## src/rtl/ps2_pkg.sv

```systemverilog
// ps2_pkg -- definitions shared by the PS/2 receive path and the future
// PS/2 transmitter.
//   * state encoding of the frame FSM (IDLE=0, DATA=1, PARITY=2, STOP=3)
//   * frame length in bits (start + 8 data + parity + stop)
//   * odd-parity helper
package ps2_pkg;

    localparam logic [1:0] ST_IDLE   = 2'd0;
    localparam logic [1:0] ST_DATA   = 2'd1;
    localparam logic [1:0] ST_PARITY = 2'd2;
    localparam logic [1:0] ST_STOP   = 2'd3;

    typedef enum logic [1:0] {
        IDLE   = ST_IDLE,
        DATA   = ST_DATA,
        PARITY = ST_PARITY,
        STOP   = ST_STOP
    } ps2_state_t;

    localparam int FRAME_BITS = 11;

    // Parity bit that makes (data ones + parity bit) odd.
    function automatic logic odd_parity(input logic [7:0] data);
        return ~(^data);
    endfunction

endpackage

```

## src/rtl/sync_fifo.sv

```systemverilog
// sync_fifo -- single-clock show-ahead FIFO, shared with the UART path.
// Ports:
//   clk100, rst_n : clock, synchronous active-low reset
//   push, din     : write request and data; accepted when not full, or when
//                   full and a pop happens in the same cycle
//   pop           : remove head; ignored when empty
//   dout          : head entry, reads 0 when empty
//   count         : entries queued; full / empty flags
module sync_fifo #(
    parameter int WIDTH = 8,
    parameter int DEPTH = 16
) (
    input  logic                         clk100,
    input  logic                         rst_n,
    input  logic                         push,
    input  logic [WIDTH-1:0]             din,
    input  logic                         pop,
    output logic [WIDTH-1:0]             dout,
    output logic [$clog2(DEPTH+1)-1:0]   count,
    output logic                         full,
    output logic                         empty
);

    localparam int PTR_W = $clog2(DEPTH);
    localparam int CNT_W = $clog2(DEPTH + 1);

    logic [WIDTH-1:0] mem [DEPTH];
    logic [PTR_W-1:0] wr_ptr;
    logic [PTR_W-1:0] rd_ptr;
    logic             do_push;
    logic             do_pop;

    assign empty   = (count == '0);
    assign full    = (count == CNT_W'(DEPTH));
    assign do_pop  = pop && !empty;
    // A pop frees the slot the simultaneous push needs.
    assign do_push = push && (!full || do_pop);
    assign dout    = empty ? '0 : mem[rd_ptr];

    // NOTE: state registers use non-blocking assignments so every flop
    // samples pre-edge values regardless of statement order.
    always_ff @(posedge clk100) begin
        if (!rst_n) begin
            wr_ptr <= '0;
            rd_ptr <= '0;
            count  <= '0;
        end else begin
            // DEPTH is a power of two, so pointers wrap naturally.
            if (do_push) wr_ptr <= wr_ptr + 1'b1;
            if (do_pop)  rd_ptr <= rd_ptr + 1'b1;
            case ({do_push, do_pop})
                2'b10:   count <= count + 1'b1;
                2'b01:   count <= count - 1'b1;
                default: ;
            endcase
        end
    end

    // NOTE: storage is deliberately not reset; only written entries are
    // ever read and dout is masked to 0 while empty.
    always_ff @(posedge clk100) begin
        if (do_push) mem[wr_ptr] <= din;
    end

endmodule

```

## src/rtl/ps2_rx_fifo.sv

```systemverilog
// ps2_rx_fifo -- PS/2 device-to-host receiver with clock-edge filter,
// odd-parity / stop-bit checks, frame timeout and a buffered output queue.
// Ports:
//   clk100, rst_n       : system clock, synchronous active-low reset
//   ps2_clk, ps2_data   : asynchronous PS/2 pins
//   rx_data, rx_valid   : queue head byte (0 when empty) and not-empty flag
//   rx_ready            : consumer accepts the head byte
//   err_parity          : 1-cycle pulse, frame dropped for bad parity
//   err_frame           : 1-cycle pulse, frame dropped for bad stop / timeout
//   err_overflow        : 1-cycle pulse, good byte dropped, queue full
//   fifo_count          : entries queued
module ps2_rx_fifo
    import ps2_pkg::*;
#(
    parameter int FILTER_LEN     = 4,
    parameter int FIFO_DEPTH     = 16,
    parameter int TIMEOUT_CYCLES = 200000
) (
    input  logic                              clk100,
    input  logic                              rst_n,
    input  logic                              ps2_clk,
    input  logic                              ps2_data,
    output logic [7:0]                        rx_data,
    output logic                              rx_valid,
    input  logic                              rx_ready,
    output logic                              err_parity,
    output logic                              err_frame,
    output logic                              err_overflow,
    output logic [$clog2(FIFO_DEPTH+1)-1:0]   fifo_count
);

    localparam int HALF = FILTER_LEN / 2;
    // Oldest half high, newest half low: a clean, settled falling edge.
    localparam logic [FILTER_LEN-1:0] EDGE_PAT = {{HALF{1'b1}}, {HALF{1'b0}}};
    localparam int TO_W = (TIMEOUT_CYCLES > 1) ? $clog2(TIMEOUT_CYCLES) : 1;
    localparam logic [TO_W-1:0] TO_LAST = TO_W'(TIMEOUT_CYCLES - 1);

    logic [1:0]            clk_sync;
    logic [1:0]            data_sync;
    logic [FILTER_LEN-1:0] hist;
    logic                  fall;
    logic                  bit_in;

    ps2_state_t            state, state_nxt;
    logic [2:0]            bit_cnt, bit_cnt_nxt;
    logic [7:0]            shift, shift_nxt;
    logic                  par_bit, par_bit_nxt;
    logic [TO_W-1:0]       to_cnt, to_cnt_nxt;
    logic                  push;
    logic                  perr_nxt;
    logic                  ferr_nxt;

    logic                  pop;
    logic                  fifo_full;
    logic                  fifo_empty;

    // Synchronisers and clock history idle high, like the bus.
    always_ff @(posedge clk100) begin
        if (!rst_n) begin
            clk_sync  <= 2'b11;
            data_sync <= 2'b11;
            hist      <= '1;
        end else begin
            clk_sync  <= {clk_sync[0], ps2_clk};
            data_sync <= {data_sync[0], ps2_data};
            hist      <= {hist[FILTER_LEN-2:0], clk_sync[1]};
        end
    end

    assign fall   = (hist == EDGE_PAT);
    assign bit_in = data_sync[1];

    always_comb begin
        // NOTE: every output of this block gets a default first, so no path
        // leaves a signal unassigned and no latch is inferred.
        state_nxt   = state;
        bit_cnt_nxt = bit_cnt;
        shift_nxt   = shift;
        par_bit_nxt = par_bit;
        to_cnt_nxt  = to_cnt + 1'b1;
        push        = 1'b0;
        perr_nxt    = 1'b0;
        ferr_nxt    = 1'b0;

        if (fall) begin
            // An edge always beats a coincident timeout.
            to_cnt_nxt = '0;
            case (state)
                IDLE: begin
                    if (!bit_in) begin
                        state_nxt   = DATA;
                        bit_cnt_nxt = '0;
                    end
                end
                DATA: begin
                    shift_nxt   = {bit_in, shift[7:1]};
                    bit_cnt_nxt = bit_cnt + 1'b1;
                    if (bit_cnt == 3'd7) state_nxt = PARITY;
                end
                PARITY: begin
                    par_bit_nxt = bit_in;
                    state_nxt   = STOP;
                end
                STOP: begin
                    state_nxt = IDLE;
                    // A bad stop bit dominates whatever the parity says.
                    if (!bit_in)                         ferr_nxt = 1'b1;
                    else if (par_bit == odd_parity(shift)) push   = 1'b1;
                    else                                 perr_nxt = 1'b1;
                end
                default: state_nxt = IDLE;
            endcase
        end else if (state != IDLE && to_cnt == TO_LAST) begin
            state_nxt  = IDLE;
            ferr_nxt   = 1'b1;
            to_cnt_nxt = '0;
        end

        if (state == IDLE) to_cnt_nxt = '0;
    end

    assign rx_valid = !fifo_empty;
    assign pop      = rx_valid && rx_ready;

    always_ff @(posedge clk100) begin
        if (!rst_n) begin
            state        <= IDLE;
            bit_cnt      <= '0;
            shift        <= '0;
            par_bit      <= 1'b0;
            to_cnt       <= '0;
            err_parity   <= 1'b0;
            err_frame    <= 1'b0;
            err_overflow <= 1'b0;
        end else begin
            state        <= state_nxt;
            bit_cnt      <= bit_cnt_nxt;
            shift        <= shift_nxt;
            par_bit      <= par_bit_nxt;
            to_cnt       <= to_cnt_nxt;
            err_parity   <= perr_nxt;
            err_frame    <= ferr_nxt;
            // A pop in the same cycle makes room, so only a stalled full
            // queue drops the byte.
            err_overflow <= push && fifo_full && !pop;
        end
    end

    sync_fifo #(
        .WIDTH (8),
        .DEPTH (FIFO_DEPTH)
    ) u_fifo (
        .clk100 (clk100),
        .rst_n  (rst_n),
        .push   (push),
        .din    (shift),
        .pop    (pop),
        .dout   (rx_data),
        .count  (fifo_count),
        .full   (fifo_full),
        .empty  (fifo_empty)
    );

endmodule

```

## config.mk

```make
export PLATFORM = sky130hd
export DESIGN_NAME = ps2_rx_fifo
export DESIGN_NICKNAME = d
export VERILOG_FILES = /design/src/rtl/ps2_pkg.sv /design/src/rtl/sync_fifo.sv /design/src/rtl/ps2_rx_fifo.sv
export SDC_FILE = /design/constraint.sdc
export NUM_CORES = 1
export LEC_CHECK = 0
export ABC_AREA = 1
export CORE_ASPECT_RATIO = 0.8
export CORE_MARGIN = 2
export CORE_UTILIZATION = 61
export DETAILED_ROUTE_END_ITERATION = 6
export HOLD_SLACK_MARGIN = 0.08
export PLACE_DENSITY_LB_ADDON = 0.12
export RECOVER_POWER = 50
export SLEW_MARGIN = 0
export SYNTH_ARGS = -nofsm -noshare
export SYNTH_HDL_FRONTEND = slang
export SYNTH_SLANG_ARGS = --single-unit
```

## constraint.sdc

```tcl
create_clock -name clk100 -period 2.9 [get_ports clk100]
set_input_delay 0.58 -clock clk100 [delete_from_list [all_inputs] [get_ports clk100]]
set_output_delay 0.58 -clock clk100 [all_outputs]
set_load 0.02 [all_outputs]
```

Word-level counts from Yosys, hierarchy flattened

Memories as Yosys holds them, arrays and structs flattened. A register that Yosys moved wholly into a read port is not among the register bits.
Cells that the tools add are included.

$add $sub $neg: 6
Equal/unequal tests: 13
Mux-type cells: 22
Bitwise gates (word level): 2
Reductions and logical operators: 23

Operators by type and width:

| kind                                                                | count |
|---|---|
| 18-bit by 1-bit adder with 18-bit output (second input constant)    | 1 |
| 18-bit == test (second input constant)                              | 1 |
| 1-bit 2-to-1 mux                                                    | 11 |
| 5-bit case mux with 2 select lines                                  | 1 |
| 4-bit by 1-bit adder with 4-bit output (second input constant)      | 2 |
| 2-bit 2-to-1 mux                                                    | 4 |
| 4-bit 2-to-1 mux                                                    | 2 |
| 8-bit 2-to-1 mux                                                    | 1 |
| 2-bit case mux with 4 select lines                                  | 1 |
| 2-bit nonzero test                                                  | 4 |
| 8-bit XOR reduction                                                 | 1 |
| 2-bit == test (second input constant)                               | 3 |
| 1-bit logical AND                                                   | 6 |
| 3-bit != test (second input constant)                               | 2 |
| 3-bit case mux with 2 select lines                                  | 1 |
| 3-bit AND reduction                                                 | 2 |
| 5-bit by 1-bit adder with 5-bit output (second input constant)      | 1 |
| 5-bit == test (second input constant)                               | 1 |
| 5-bit logical NOT                                                   | 1 |
| 5-bit by 1-bit subtractor with 5-bit output (second input constant) | 1 |
| 2-bit by 1-bit == test with 1-bit output (second input constant)    | 2 |
| 4-bit == test (second input constant)                               | 1 |
| 2-bit AND reduction                                                 | 2 |
| 4-bit AND reduction                                                 | 1 |
| other kinds (10)                                                    | 13 |

Bits in registers: 56
RAM bits: 128
Bits of input ports: 5
Output and inout bits: 17
Word-level logic and storage cells: 81
Memories: 1

Memories:

| name       | depth | width | rd ports | clocked after Yosys merged registers in | wr ports | RTL line        | source |
|---|---|---|---|---|---|---|---|
| u_fifo.mem | 16    | 8     | 1        | 1                                       | 1        | sync_fifo.sv:27 | `logic [WIDTH-1:0] mem [DEPTH];` |

Depth between registers and ports, before layout

Gate-level depths: netlist of run 1.

Depth after elaboration: 10
Depth in mapped cells: 21
Mapped depth without buffers: 21

Hierarchy

A second synthesis of run 1 with hierarchy kept.

Cell total of the unflattened synthesis: 817
Area, all modules: 8215.4 um^2

Modules (own cells, without submodules):

| module      | instances | cells an instance | area each (um^2) | seq. area each (um^2) |
|---|---|---|---|---|
| sync_fifo   | 1         | 552               | 6148.4           | 4184.0 |
| ps2_rx_fifo | 1         | 265               | 2067.0           | 860.8 |

Worst setup path before layout of run 1

Ideal clock, no wire load.

Path type: flip-flop to flip-flop
Start: reg shift[3]
End: reg u_fifo.count[4]
Setup time: 0.116 ns
Data arrival time: 2.269 ns
Required time: 2.784 ns
Setup slack: 0.516 ns
Stages on the path, launching flop included: 21
Path buffers: 0
Clock period less this slack: 2.384 ns
Cells stage by stage: dfxtp_1 > inv_2 > nand2_1 > nand3_1 > nand2_1 > nand2_1 > nand3_1 > nand2_2 > inv_1 > nand2_2 > nand2_4 > inv_1 > ha_1 > nand2_1 > nor2_1 > a211oi_1 > nand2_1 > nand2_1 > nand3_1 > nand2_1 > nor2_1

Cells in the longest elaborated chain, start to end: 10
Elaborated cells on any way between the ends: 12
Those cells by class: eq/ne (3); mux (5); bitwise (1); reduce/logical (3)

RTL lines:

| item                                                                      | RTL line           | source |
|---|---|---|
| from (decl)                                                               | ps2_rx_fifo.sv:46  | `logic [7:0] shift, shift_nxt;` |
| from (signal assigned)                                                    | ps2_rx_fifo.sv:138 | `shift <= shift_nxt;` |
| 8-bit XOR reduction *                                                     | ps2_pkg.sv:24      | `return ~(^data);` |
| 1-bit NOT *                                                               | ps2_pkg.sv:24      |  |
| 1-bit == test *                                                           | ps2_rx_fifo.sv:108 | `else if (par_bit == odd_parity(shift)) push = 1'b1;` |
| 1-bit 2-to-1 mux *                                                        | ps2_rx_fifo.sv:108 |  |
| 1-bit 2-to-1 mux *                                                        | ps2_rx_fifo.sv:107 | `if (!bit_in) ferr_nxt = 1'b1;` |
| 1-bit 2-to-1 mux *                                                        | ps2_rx_fifo.sv:88  | `case (state)` |
| 1-bit 2-to-1 mux *                                                        | ps2_rx_fifo.sv:85  | `if (fall) begin` |
| 1-bit logical AND *                                                       | sync_fifo.sv:37    | `assign do_push = push && (!full \|\| do_pop);` |
| 2-bit by 1-bit == test with 1-bit output or 2-bit == test (tied branches) | sync_fifo.sv:51    | `case ({do_push, do_pop})` |
| 5-bit case mux with 2 select lines or 2-bit nonzero test (tied branches)  | n/a                |  |
| to (signal assigned)                                                      | sync_fifo.sv:52    | `2'b10: count <= count + 1'b1;` |
| to (signal assigned)                                                      | sync_fifo.sv:53    | `2'b01: count <= count - 1'b1;` |
| to (decl)                                                                 | sync_fifo.sv:19    | `output logic [$clog2(DEPTH+1)-1:0] count,` |

Mark *: on every way between the ends. The rest lies on a longest branch, timed or not.
A chain may end at the register's enable or synchronous reset.

==> key figures, run 1 <==
STA
  • Hold_ws: 416.7 ps
  • Worst slew margin: 36.91%
  • Clock period minus worst slack: 2776 ps
  • RSZ-0062 raised after global routing: no
  • Worst setup margin: 123.6 ps
  • Final setup skew: 11.39 ps
  • Number of setup violations in the final report: 0
  • Final period util: 95.74%
  • Slew of the pin with the lowest slew margin: 946.3 ps
  • Setup TNS: 0 ps
  • Max Transition Viols Final: 0
  • Fmax: 360.2 MHz
  • Fin. Hold Viols: 0

Setup path
  • Crit path max-delay cell type: dfxtp_2
  • Largest stage delay on the critical path: 360 ps
  • Critical Path Source Type: flop
  • CP cell instances: clkinvlp_4, buf_4, o21ai_0, o221ai_1, nand3_1, a21oi_1, dlygate4sd2_1
  • Worst Setup End Kind: primary output
  • Crit Path Max Fanout: 16
  • Required @ worst endpoint: 2320 ps
  • Kind of critical path: reg -> out
  • Worst EP arrival: 2200 ps

Clock tree
  • Maximum clock path buffer count: 2
  • CTS buffer count: 17
  • Worst-path clk slew: 70 ps
  • Setup bufs post-CTS: 0
  • CTS Root Cell: clkbuf_16
  • CTS sink count: 188
  • CTS tree: built
  • Worst-Skew Late Latency: 430 ps
  • CTS H-tree lvls: 4

Die
  • Site Rows: 37
  • Die Span X: 130.7 um
  • Initial Utilization: 61.78%
  • Num ports: 22
  • Die height: 105.4 um
  • Core Region: 12680 um^2
  • Die ar.: 13770 um^2

Power
  • P_int: 4.370 mW
  • Sw Ratio: 18.61%
  • VDD IR-drop max: 0.4619 mV
  • Comb pwr share: 0.4%
  • Lkg Pwr: 3.558 nW
  • Net switching power: 0.9995 mW
  • Clock power frac: 46.9%
  • PwrDens: 597.6 nW/um^2
  • Sequential share of power: 52.7%
  • Pwr Total: 5.370 mW

Final layout
  • Post-Layout Inst Area: 8985 um^2
  • Commonest non-fill, non-tap cell in the layout: nor2_1
  • Share of post-route cells with drive strength above 1: 9.701%
  • Nets: 812
  • Area delta synth->final: 14.66%
  • Commonest non-fill, non-tap cells in the layout: nor2_1 (131), edfxtp_1 (128), o21ai_0 (83)

Routing
  • Via/cell ratio: 5.749
  • Initial drt markers: 575
  • Residual DRC count: 0
  • Pre-antenna DRT Iters: 5
  • Routed len/inst: 17.26 um
  • DRT antenna net count: 0
  • Final WL: 16920 um
  • Via count: 5634

Synth
  • Mean Syn Cell Area: 10.43 um^2
  • Post-Synth Simple-Gate Area: 16.17%
  • Adder-Cell Fraction of Synth Area: 2.650%
  • Post-synthesis register bit count: 188
  • Yosys warnings: 0
  • Synth Area in XOR/XNOR: 0.4471%
  • Largest family of logic cells by synthesized area: simple AND/OR/NAND/NOR gates
  • Post-Syn Area: 7836 um^2
  • Syn Nets: 772
  • Sequential share of the synthesized area: 64.38%
  • Post-synthesis compound-gate area fraction: 11.77%
  • Mux share of post-synthesis cell area: 0%
  • Count of cell types in the netlist: 38
  • Post-Synthesis Cells: 751

Global route
  • Initial antenna violation count: 1
  • Largest net degree at the start of global routing: 41
  • First-pass GRT wire length: 27050 um
  • Number of global-route vias before repair: 5487
  • GR Overflow Total: 0
  • Total Routing Usage GR: 26.28%

Outcome
  • Outcome: finished clean

Placed design
  • HPWL after detailed placement: 10990 um
  • Gpl congestion: 0.8335
  • Pre-CTS WS: 243.2 ps
  • Port Buffers: 21
  • Placed Area: 8392 um^2

Run
  • Max Cap Viol: 0

Hold path
  • Worst hold-check path type: reg -> reg
[stage by stage]
stage,instances,util (%)
floorplan,751,-
global placement,947,66.16
detailed placement,947,66.16
CTS,979,71.22
global route,979,70.81
finish,980,70.83
[cell families (layout without fill, tap and decap cells)]
kind of cell / Yosys count / after routing
AND/OR/NAND/NOR: 287 / 287
flip-flops: 188 / 188
AO/OA/AOI/OAI: 162 / 162
buffers and inverters: 94 / 147
adder cells (fa/ha/maj): 16 / 16
XOR/XNOR: 4 / 4
other: 0 / 1
[worst paths after layout]
check / cells past startpoint / to / startpoint / slack [ps]
setup / recovery: 7 / rx_data[5] / flop / 120
hold / removal: 1 / data_sync[1]$_SDFF_PN1_ / data_sync[0]$_SDFF_PN1_ / 420
setup reg to reg: 17 / u_fifo.count[4]$_SDFFE_PN0P_ / u_fifo.count[0]$_SDFFE_PN0P_ / 280
hold reg to reg: 1 / data_sync[1]$_SDFF_PN1_ / data_sync[0]$_SDFF_PN1_ / 420
[registers in the layout, indices dropped and copies added (netlist names), 2 cells and up, named ones only]
signal         count
data_sync          2
u_fifo.count       5
shift              8
clk_sync           2
hist               4
u_fifo.mem       128
to_cnt            18
state              2
u_fifo.wr_ptr      4
bit_cnt            3
u_fifo.rd_ptr      4
[layout make-up]
class	instances	area, um^2
Multi-Input combinational cell	469	2422
Fill cell	945	3700
Antenna cell	1	2.502
Clock buffer	17	425.4
Tap cell	175	219.0
Clock inverter	15	219.0
Sequential cell	188	5046
Timing Repair Buffer	49	397.9
Inverter	66	252.7
[power by group through the flow]
| stage | Combinational, mW | Sequential, mW | Clock [mW] |
|---|---|---|---|
| 3_3_place_gp | 0.0233 | 2.89 | 0 |
| 3_5_place_dp | 0.0237 | 2.89 | 0 |
| 4_1_cts | 0.0237 | 2.83 | 2.55 |
| 5_1_grt | 0.0248 | 2.83 | 2.66 |
| 6_report | 0.0221 | 2.83 | 2.52 |
| 2_1_floorplan | 0.0115 | 2.89 | 0 |
[critical path: cells and delay by family (launching register included)]
family	cells	cell delay (ps)
AO/OA/AOI/OAI	3	560
flip-flops	1	360
buffers and inverters	3	680
AND/OR/NAND/NOR	1	150
[Yosys cell counts (all sizes together)]
cell type / number / area share, %
nor4: 1 / 0.080
o22ai: 8 / 0.64
inv: 64 / 3.1
fa: 1 / 0.26
a21oi: 39 / 2.5
xor2: 4 / 0.45
a211oi: 1 / 0.096
nand3b: 2 / 0.19
edfxtp: 128 / 49
buf: 6 / 0.35
nand3: 37 / 2.5
ha: 15 / 2.4
clkinv: 2 / 0.11
o21a: 1 / 0.096
o21ai: 87 / 5.6
or2: 8 / 0.64
nor2: 134 / 6.8
o221ai: 24 / 2.7
nand4: 4 / 0.32
nand2: 87 / 4.5
a31o: 1 / 0.11
dfxtp: 60 / 15
nor3b: 1 / 0.096
nor3: 13 / 1.1
clkbuf: 22 / 1.1
a21boi: 1 / 0.096
[timing repair]
item,CTS,global route
gates resized for setup,10,10
hold buffers,0,0
cloned,0,0
setup endpoints to repair,8,6
[per-layer routing]
metal,GRT usage [%],vias up,wire (um)
li1,-,2697,-
met3,7.157,34,1173
met5,0,-,0
met1,33.56,2706,7042
met2,42.60,197,8304
met4,10.71,0,396
No activity file was read; power rests on OpenSTA's default activity.
==> run 2, diff against run 1 <==
- CAP_MARGIN: default -> 20
- SYNTH_HIERARCHICAL: default -> 1
==> run 2 against run 1 <==
Largest cell class unchanged; worst setup slack better by 88 ps; critical endpoint is now rx_data[3]; worst hold slack about the same; non-clock buffer count is 8 higher; sequential share of layout area decreased by 1.6 points; clock power fell by 15%; largest power group unchanged; register-to-register slack lost 20 ps.
==> key figures, run 2 <==
Clock tree
  • Worst-path clk slew: 60 ps (was 70 ps)
  • CTS sink count: 188 (unchanged)
  • CTS tree: built (unchanged)
  • Maximum clock path buffer count: 2 (unchanged)
  • CTS Root Cell: clkbuf_16 (unchanged)
  • Setup bufs post-CTS: 0 (unchanged)
  • Worst-Skew Late Latency: 430 ps (about the same)
  • Hold_buf cts: 0 (unchanged)
  • CTS buffer count: 17 (unchanged)
  • CTS H-tree lvls: 4 (unchanged)

Placed design
  • Dpl cells: 1021 (was 947)
  • HPWL after detailed placement: 10920 um (was 10990 um)
  • Placed Area: 8753 um^2 (was 8392 um^2)
  • Port Buffers: 21 (unchanged)
  • Gpl congestion: 0.8375 (was 0.8335)

Final layout
  • ANT cells: 0 (was 1)
  • Area delta synth->final: 12.50% (was 14.66%)
  • Commonest non-fill, non-tap cell in the layout: nand2_1 (was nor2_1)
  • Post-Layout Inst Area: 9243 um^2 (was 8985 um^2)
  • Nets: 886 (was 812)
  • Biggest regs: u_fifo/mem: 128 flops, to_cnt: 18 flops, shift: 8 flops (was u_fifo.mem: 128 flops, to_cnt: 18 flops, shift: 8 flops)
  • Fill cells: 940 (was 945)
  • Most flop-heavy register: u_fifo/mem (was u_fifo.mem)
  • Commonest non-fill, non-tap cells in the layout: nand2_1 (222), edfxtp_1 (128), nand3_1 (109) (was nor2_1 (131), edfxtp_1 (128), o21ai_0 (83))
  • Share of post-route cells with drive strength above 1: 11.73% (was 9.701%)
  • Non-Filler Instances: 1053 (was 980)
  • Max reg flops: 128 (unchanged)

Power
  • VDD IR-drop max: 0.5615 mV (was 0.4619 mV)
  • PwrDens: 540.8 nW/um^2 (was 597.6 nW/um^2)
  • Lkg Pwr: 3.713 nW (was 3.558 nW)
  • Pwr Total: 4.999 mW (was 5.370 mW)

Die
  • Num ports: 22 (unchanged)
  • Die ar.: 14420 um^2 (was 13770 um^2)
  • Die height: 107.8 um (was 105.4 um)
  • Site Rows: 37 (unchanged)
  • Core Region: 13010 um^2 (was 12680 um^2)
  • Die Span X: 133.8 um (was 130.7 um)
  • Initial Utilization: 63.15% (was 61.78%)

Synth
  • Post-Synthesis Cells: 817 (was 751)
  • Syn Nets: 838 (was 772)
  • Synth async-reset ratio: 0% (unchanged)
  • Yosys warnings: 6 (was 0)
  • Synth area leader: edfxtp_1 (unchanged)
  • Count of cell types in the netlist: 39 (was 38)
  • Yosys top cell area share: 46.79% (was 49.05%)
  • Synth cell count leaders: nand2_1 (220), edfxtp_1 (128), nand3_1 (109), nor2_1 (68), dfxtp_1 (60) (was nor2_1 (129), edfxtp_1 (128), o21ai_0 (85), nand2_1 (81), dfxtp_1 (60))
  • Top cells by area, synth: edfxtp_1 (47%), dfxtp_1 (15%), nand2_1 (10%), nand3_1 (6.6%), nor2_1 (3.1%) (was edfxtp_1 (49%), dfxtp_1 (15%), nor2_1 (6.2%), o21ai_0 (5.4%), nand2_1 (3.9%))
  • Post-synthesis register bit count: 188 (unchanged)
  • Sequential share of the synthesized area: 61.41% (was 64.38%)
  • Post-Syn Area: 8215 um^2 (was 7836 um^2)
  • Count leader, synth: nand2_1 (was nor2_1)
  • Mean Syn Cell Area: 10.06 um^2 (was 10.43 um^2)
  • EDFF count, synth: 128 (unchanged)
  • Primary FF master, synth: edfxtp_1 (unchanged)

STA
  • RSZ-0062 raised after global routing: no (unchanged)
  • Worst slew margin: 31.95% (was 36.91%)
  • Final period util: 92.69% (was 95.74%)
  • Max Transition Viols Final: 0 (unchanged)
  • Number of setup violations in the final report: 0 (unchanged)
  • Slew of the pin with the lowest slew margin: 1021 ps (was 946.3 ps)
  • Clock period minus worst slack: 2688 ps (was 2776 ps)
  • Final setup skew: 7.154 ps (was 11.39 ps)
  • Setup TNS: 0 ps (unchanged)
  • Fmax: 372.0 MHz (was 360.2 MHz)
  • Fin. Hold Viols: 0 (unchanged)

Global route
  • Number of global-route vias before repair: 5564 (was 5487)
  • Total Routing Usage GR: 24.96% (was 26.28%)
  • GR Overflow Total: 0 (unchanged)
  • First-pass GRT wire length: 27270 um (was 27050 um)
  • Largest net degree at the start of global routing: 33 (was 41)
  • Initial antenna violation count: 0 (was 1)

Routing
  • Residual DRC count: 0 (unchanged)
  • Via/cell ratio: 5.550 (was 5.749)
  • Initial drt markers: 500 (was 575)
  • Routed len/inst: 16.28 um (was 17.26 um)
  • Via count: 5844 (was 5634)
  • DRT antenna net count: 0 (unchanged)
  • Pre-antenna DRT Iters: 5 (unchanged)
  • Final WL: 17150 um (was 16920 um)

Hold path
  • Worst hold-check path type: reg -> reg (unchanged)

Setup path
  • Kind of critical path: reg -> out (unchanged)
  • Worst Setup End Kind: primary output (unchanged)
  • Worst path top cell family by delay: buffers and inverters (unchanged)
  • Required @ worst endpoint: 2320 ps (about the same)
  • Critical Path Source Type: flop (unchanged)
  • Crit path max-delay cell type: dlygate4sd2_1 (was dfxtp_2)
  • Buffers & Inverters on Critical Path: 3 (unchanged)
  • Largest stage delay on the critical path: 350 ps (was 360 ps)
  • Crit Path Max Fanout: 24 (was 16)
  • Worst EP arrival: 2110 ps (was 2200 ps)
  • CP cell instances: inv_1, buf_12, nand3_1, nand3_1, nand2_1, nand2_1, a21oi_1, dlygate4sd2_1 (was clkinvlp_4, buf_4, o21ai_0, o221ai_1, nand3_1, a21oi_1, dlygate4sd2_1)

Run
  • Max Cap Viol: 0 (unchanged)

Outcome
  • Outcome: finished clean (unchanged)
==> run 2: cell count changes in the layout (fill, tap and decap cells not counted), sizes merged, moves of 5 or more <==
cell | before | now
nand2 | 87 | 231
nand3 | 37 | 116
o21ai | 87 | 19
nor2 | 134 | 77
o221ai | 24 | 0
a21oi | 39 | 28
buf | 17 | 27
inv | 67 | 59
o22ai | 8 | 0
xor2 | 4 | 11
nand4 | 4 | 9
==> run 2: worst register-to-register path, stage by stage (launching register included) <==
cell	delay [ps]
dfxtp_1	320
inv_2	60
nand4_2	170
inv_2	160
nand2_1	100
nor2_1	210
inv_1	60
nor2_1	150
inv_1	130
nand2_8	100
inv_1	80
ha_1	340
a21oi_1	210
nand2_1	100
xor2_1	160
nor2_1	120
nor2_1	50
==> run 2: cell type report <==
| class | instances | area, um^2 | area share, % |
|---|---|---|---|
| timing repair buffer | 57 | 485.5 | 5.252 |
| clock buffer | 17 | 425.4 | 4.603 |
| inverter | 58 | 220.2 | 2.383 |
| sequential | 188 | 5046 | 54.60 |
| clock inverter | 15 | 123.9 | 1.340 |
| tap | 175 | 219.0 | 2.369 |
| multi-input combinational | 543 | 2723 | 29.46 |
==> run 2: cells by family after synthesis <==
family	count (synthesis)	share of synthesized area, %
simple gates	458	25.75
flops	188	61.41
buf+inv	86	5.117
compound gates	54	3.594
fa+ha+maj	16	2.528
xor+xnor	15	1.599
==> run 2: report_power, final <==
group / total (mW) / switching, mW / internal, mW
clock: 2.15 / 0.971 / 1.18
combinational: 0.0212 / 0.0123 / 0.00892
sequential: 2.83 / 0.00130 / 2.83
total: 5.00 / 0.984 / 4.01
==> run 2: repair_timing <==
action                                  in CTS  in global routing
pin swaps                                    0                  0
endpoints found under the setup margin       4                  2
resized for setup                            7                  2
==> run 2: worst paths after layout <==
check,from,endpoint,slack [ps],depth (start not counted)
max reg2reg,hist[0]$_SDFF_PN1_,u_fifo/count[3]$_SDFFE_PN0P_,260,16
max,flop,rx_data[3],210,8
min,clk_sync[0]$_SDFF_PN1_,clk_sync[1]$_SDFF_PN1_,420,1
min reg2reg,clk_sync[0]$_SDFF_PN1_,clk_sync[1]$_SDFF_PN1_,420,1
==> run 2: per-layer routing <==
metal	wire (um)	GRT usage [%]	vias up	share of wire, %
li1	-	-	2847	-
met1	7585	34.32	2756	44
met2	8040	39.34	218	47
met3	1266	5.556	23	7.4
met4	252	9.195	0	1.5
met5	0	0	-	0
==> run 2: through the flow <==
stage                     utilization (%)  setup slack [ps]  hold slack, ps
after CTS                           71.48             1.920           423.0
after global placement              67.29             210.1           395.1
after floorplan                         -             193.3           392.5
after detailed placement            67.29             145.2           406.1
final                               71.05             211.9           417.0
after global routing                71.05             37.21           436.1
==> run 3, diff against run 2 <==
- clock period: 2.9 -> 2.5 ns (I/O delays scaled with it)
==> run 3 against run 2 <==
Non-clock buffer count rose by 5; count of clock-buffer cells in the layout rose by 6; largest power group unchanged; worst hold slack worse by 2.5 ps; total power grew 15%.
==> key figures, run 3 (synthesis results as in run 2) <==
Setup path
  • Reg2Reg Launch Point: shift[2]$_SDFFE_PN0P_ (was hist[0]$_SDFF_PN1_)
  • Kind of critical path: reg -> out (unchanged)
  • Required @ worst endpoint: 2000 ps (was 2320 ps)
  • Worst EP arrival: 1890 ps (was 2110 ps)
  • Critical R2R Capture: u_fifo/count[4]$_SDFFE_PN0P_ (was u_fifo/count[3]$_SDFFE_PN0P_)
  • Critical Path Source Type: flop (unchanged)
  • FF-to-FF path depth: 16 (unchanged)
  • Flop2flop setup slack: 140 ps (was 260 ps)
  • Crit Path Max Fanout: 9 (was 24)
  • CP endpoint: rx_data[3] (unchanged)
  • Worst Setup End Kind: primary output (unchanged)

Global route
  • Global-route met3 utilization: 5.791% (was 5.556%)
  • Met1 GRT Util: 34.52% (was 34.32%)
  • Initial antenna violation count: 0 (unchanged)
  • First-pass GRT wire length: 27730 um (was 27270 um)
  • Total Routing Usage GR: 25.35% (was 24.96%)
  • GRT met2 Usage: 40.73% (was 39.34%)
  • Global route hottest layer: met2 (unchanged)
  • GR Overflow Total: 0 (unchanged)
  • Number of global-route vias before repair: 5584 (was 5564)
  • Largest net degree at the start of global routing: 35 (was 33)

Clock tree
  • Hold_buf cts: 0 (unchanged)
  • Setup bufs post-CTS: 0 (unchanged)
  • CTS Root Cell: clkbuf_16 (unchanged)
  • Maximum clock path buffer count: 2 (unchanged)
  • Worst-path clk slew: 60 ps (about the same)
  • CTS tree: built (unchanged)
  • Worst-Skew Late Latency: 420 ps (was 430 ps)
  • CTS buffer count: 17 (unchanged)
  • CTS H-tree lvls: 4 (unchanged)
  • CTS sink count: 188 (unchanged)

STA
  • Hold_ws: 414.5 ps (was 417.0 ps)
  • Slew of the pin with the lowest slew margin: 991.8 ps (was 1021 ps)
  • Fin. Hold Viols: 0 (unchanged)
  • Worst setup margin: 109.7 ps (was 211.9 ps)
  • Fmax: 418.4 MHz
  • Number of setup violations in the final report: 0 (unchanged)
  • RSZ-0062 raised after global routing: yes (was no)
  • Worst slew margin: 33.88% (was 31.95%)
  • Max Transition Viols Final: 0 (unchanged)
  • Final setup skew: 7.067 ps (was 7.154 ps)
  • Clock period minus worst slack: 2390 ps
  • Setup TNS: 0 ps (unchanged)
  • Final period util: 95.61%

Power
  • PwrDens: 617.9 nW/um^2 (was 540.8 nW/um^2)
  • Pwr Total: 5.744 mW (was 4.999 mW)
  • Sequential share of power: 57.2% (was 56.6%)
  • Clock power frac: 42.4% (was 42.9%)
  • Comb pwr share: 0.4% (about the same)
  • Sw Ratio: 18.80% (was 19.69%)
  • P_int: 4.664 mW (was 4.015 mW)
  • Net switching power: 1.080 mW (was 0.9843 mW)
  • Lkg Pwr: 3.738 nW (was 3.713 nW)
  • VDD IR-drop max: 0.5333 mV (was 0.5615 mV)

Routing
  • DRT antenna net count: 0 (unchanged)
  • Residual DRC count: 0 (unchanged)
  • Pre-antenna DRT Iters: 5 (unchanged)
  • Initial drt markers: 554 (was 500)
  • Routed len/inst: 16.28 um (about the same)
  • Final WL: 17220 um (was 17150 um)
  • Via count: 5831 (was 5844)
  • Via/cell ratio: 5.511 (was 5.550)

Final layout
  • Area delta synth->final: 13.14% (was 12.50%)
  • Layout Utilization: 71.45% (was 71.05%)
  • Share of post-route cells with drive strength above 1: 14.27% (was 11.73%)
  • Max reg flops: 128 (unchanged)
  • Most flop-heavy register: u_fifo/mem (unchanged)
  • Non-Filler Instances: 1058 (was 1053)
  • FF/Latch Area: 5052 um^2 (was 5046 um^2)
  • ANT cells: 0 (unchanged)
  • Commonest non-fill, non-tap cells in the layout: nand2_1 (221), edfxtp_1 (128), nand3_1 (108) (was nand2_1 (222), edfxtp_1 (128), nand3_1 (109))
  • Nets: 891 (was 886)
  • Post-Layout Inst Area: 9295 um^2 (was 9243 um^2)
  • Multi-input gate area: 2761 um^2 (was 2723 um^2)
  • Commonest non-fill, non-tap cell in the layout: nand2_1 (unchanged)
  • Biggest regs: u_fifo/mem: 128 flops, to_cnt: 18 flops, shift: 8 flops (unchanged)
  • Fill cells: 950 (was 940)

Die
  • Site Rows: 37 (unchanged)
  • Die ar.: 14420 um^2 (unchanged)
  • Initial Utilization: 63.15% (unchanged)
  • Die Span X: 133.8 um (unchanged)
  • Num ports: 22 (unchanged)
  • Core Region: 13010 um^2 (unchanged)
  • Die height: 107.8 um (unchanged)

Placed design
  • Dpl cells: 1026 (was 1021)
  • Port Buffers: 21 (unchanged)
  • Placed Area: 8808 um^2 (was 8753 um^2)
  • Pre-CTS WS: -24.67 ps (was 145.2 ps)
  • HPWL after detailed placement: 11260 um (was 10920 um)
  • Gpl congestion: 0.8986 (was 0.8375)

Run
  • Max Cap Viol: 0 (unchanged)

Outcome
  • Outcome: finished clean (unchanged)

Hold path
  • Worst hold-check path type: reg -> reg (unchanged)
## run 3: cell types whose count changed in the layout (fill, tap and decap cells not counted), sizes merged
| cell | change |
|---|---|
| buf | +14 |
| clkinvlp | -6 |
| dlygate4sd2 | -6 |
| clkbuf | +5 |
| clkinv | +2 |
| bufinv | -1 |
| clkdlybuf4s50 | -1 |
| dlymetal6s2s | -1 |
| inv | -1 |
## run 3: worst min-delay path by stage
stage	from	end	cells past startpoint
CTS	data_sync[0]$_SDFF_PN1_	data_sync[1]$_SDFF_PN1_	1
global route	data_sync[0]$_SDFF_PN1_	data_sync[1]$_SDFF_PN1_	1
floorplan	clk_sync[0]$_SDFF_PN1_	clk_sync[1]$_SDFF_PN1_	1
global placement	data_sync[0]$_SDFF_PN1_	data_sync[1]$_SDFF_PN1_	1
finish	data_sync[0]$_SDFF_PN1_	data_sync[1]$_SDFF_PN1_	1
detailed placement	clk_sync[1]$_SDFF_PN1_	hist[0]$_SDFF_PN1_	1
## run 3: metal layers
layer	part of all wire (%)	vias to the layer above	wire length [um]
met5	0	-	0
met4	1.2	0	203
met3	7.1	21	1216
met2	47	194	8076
met1	45	2765	7723
li1	-	2851	-
## run 3: power groups by stage
stage / logic, mW / registers (mW) / clock network (mW)
after detailed placement: 0.0249 / 3.35 / 0
after global routing: 0.0277 / 3.28 / 2.60
final: 0.0248 / 3.28 / 2.44
after global placement: 0.0245 / 3.35 / 0
after CTS: 0.0254 / 3.28 / 2.47
after floorplan: 0.0138 / 3.35 / 0
## run 3: worst max-delay path: stages (launching register included)
cell	delay, ps
dfxtp_4	380
inv_4	100
buf_4	170
nand2_1	70
nand3_1	90
nand3_1	160
nand2_1	130
nand2_1	60
a21oi_1	130
buf_2	180
## run 3: cell type report
| class | instances | share of cell area (%) |
|---|---|---|
| timing repair buffer | 62 | 5.411 |
| inverter | 58 | 2.396 |
| sequential | 188 | 54.35 |
| tap | 175 | 2.356 |
| clock buffer | 23 | 5.277 |
| clock inverter | 9 | 0.4980 |
| multi-input combinational | 543 | 29.71 |
## run 3: repair_timing
item,CTS,global route
resized for setup,26,19
hold endpoints to repair,0,0
setup endpoints to repair,8,12
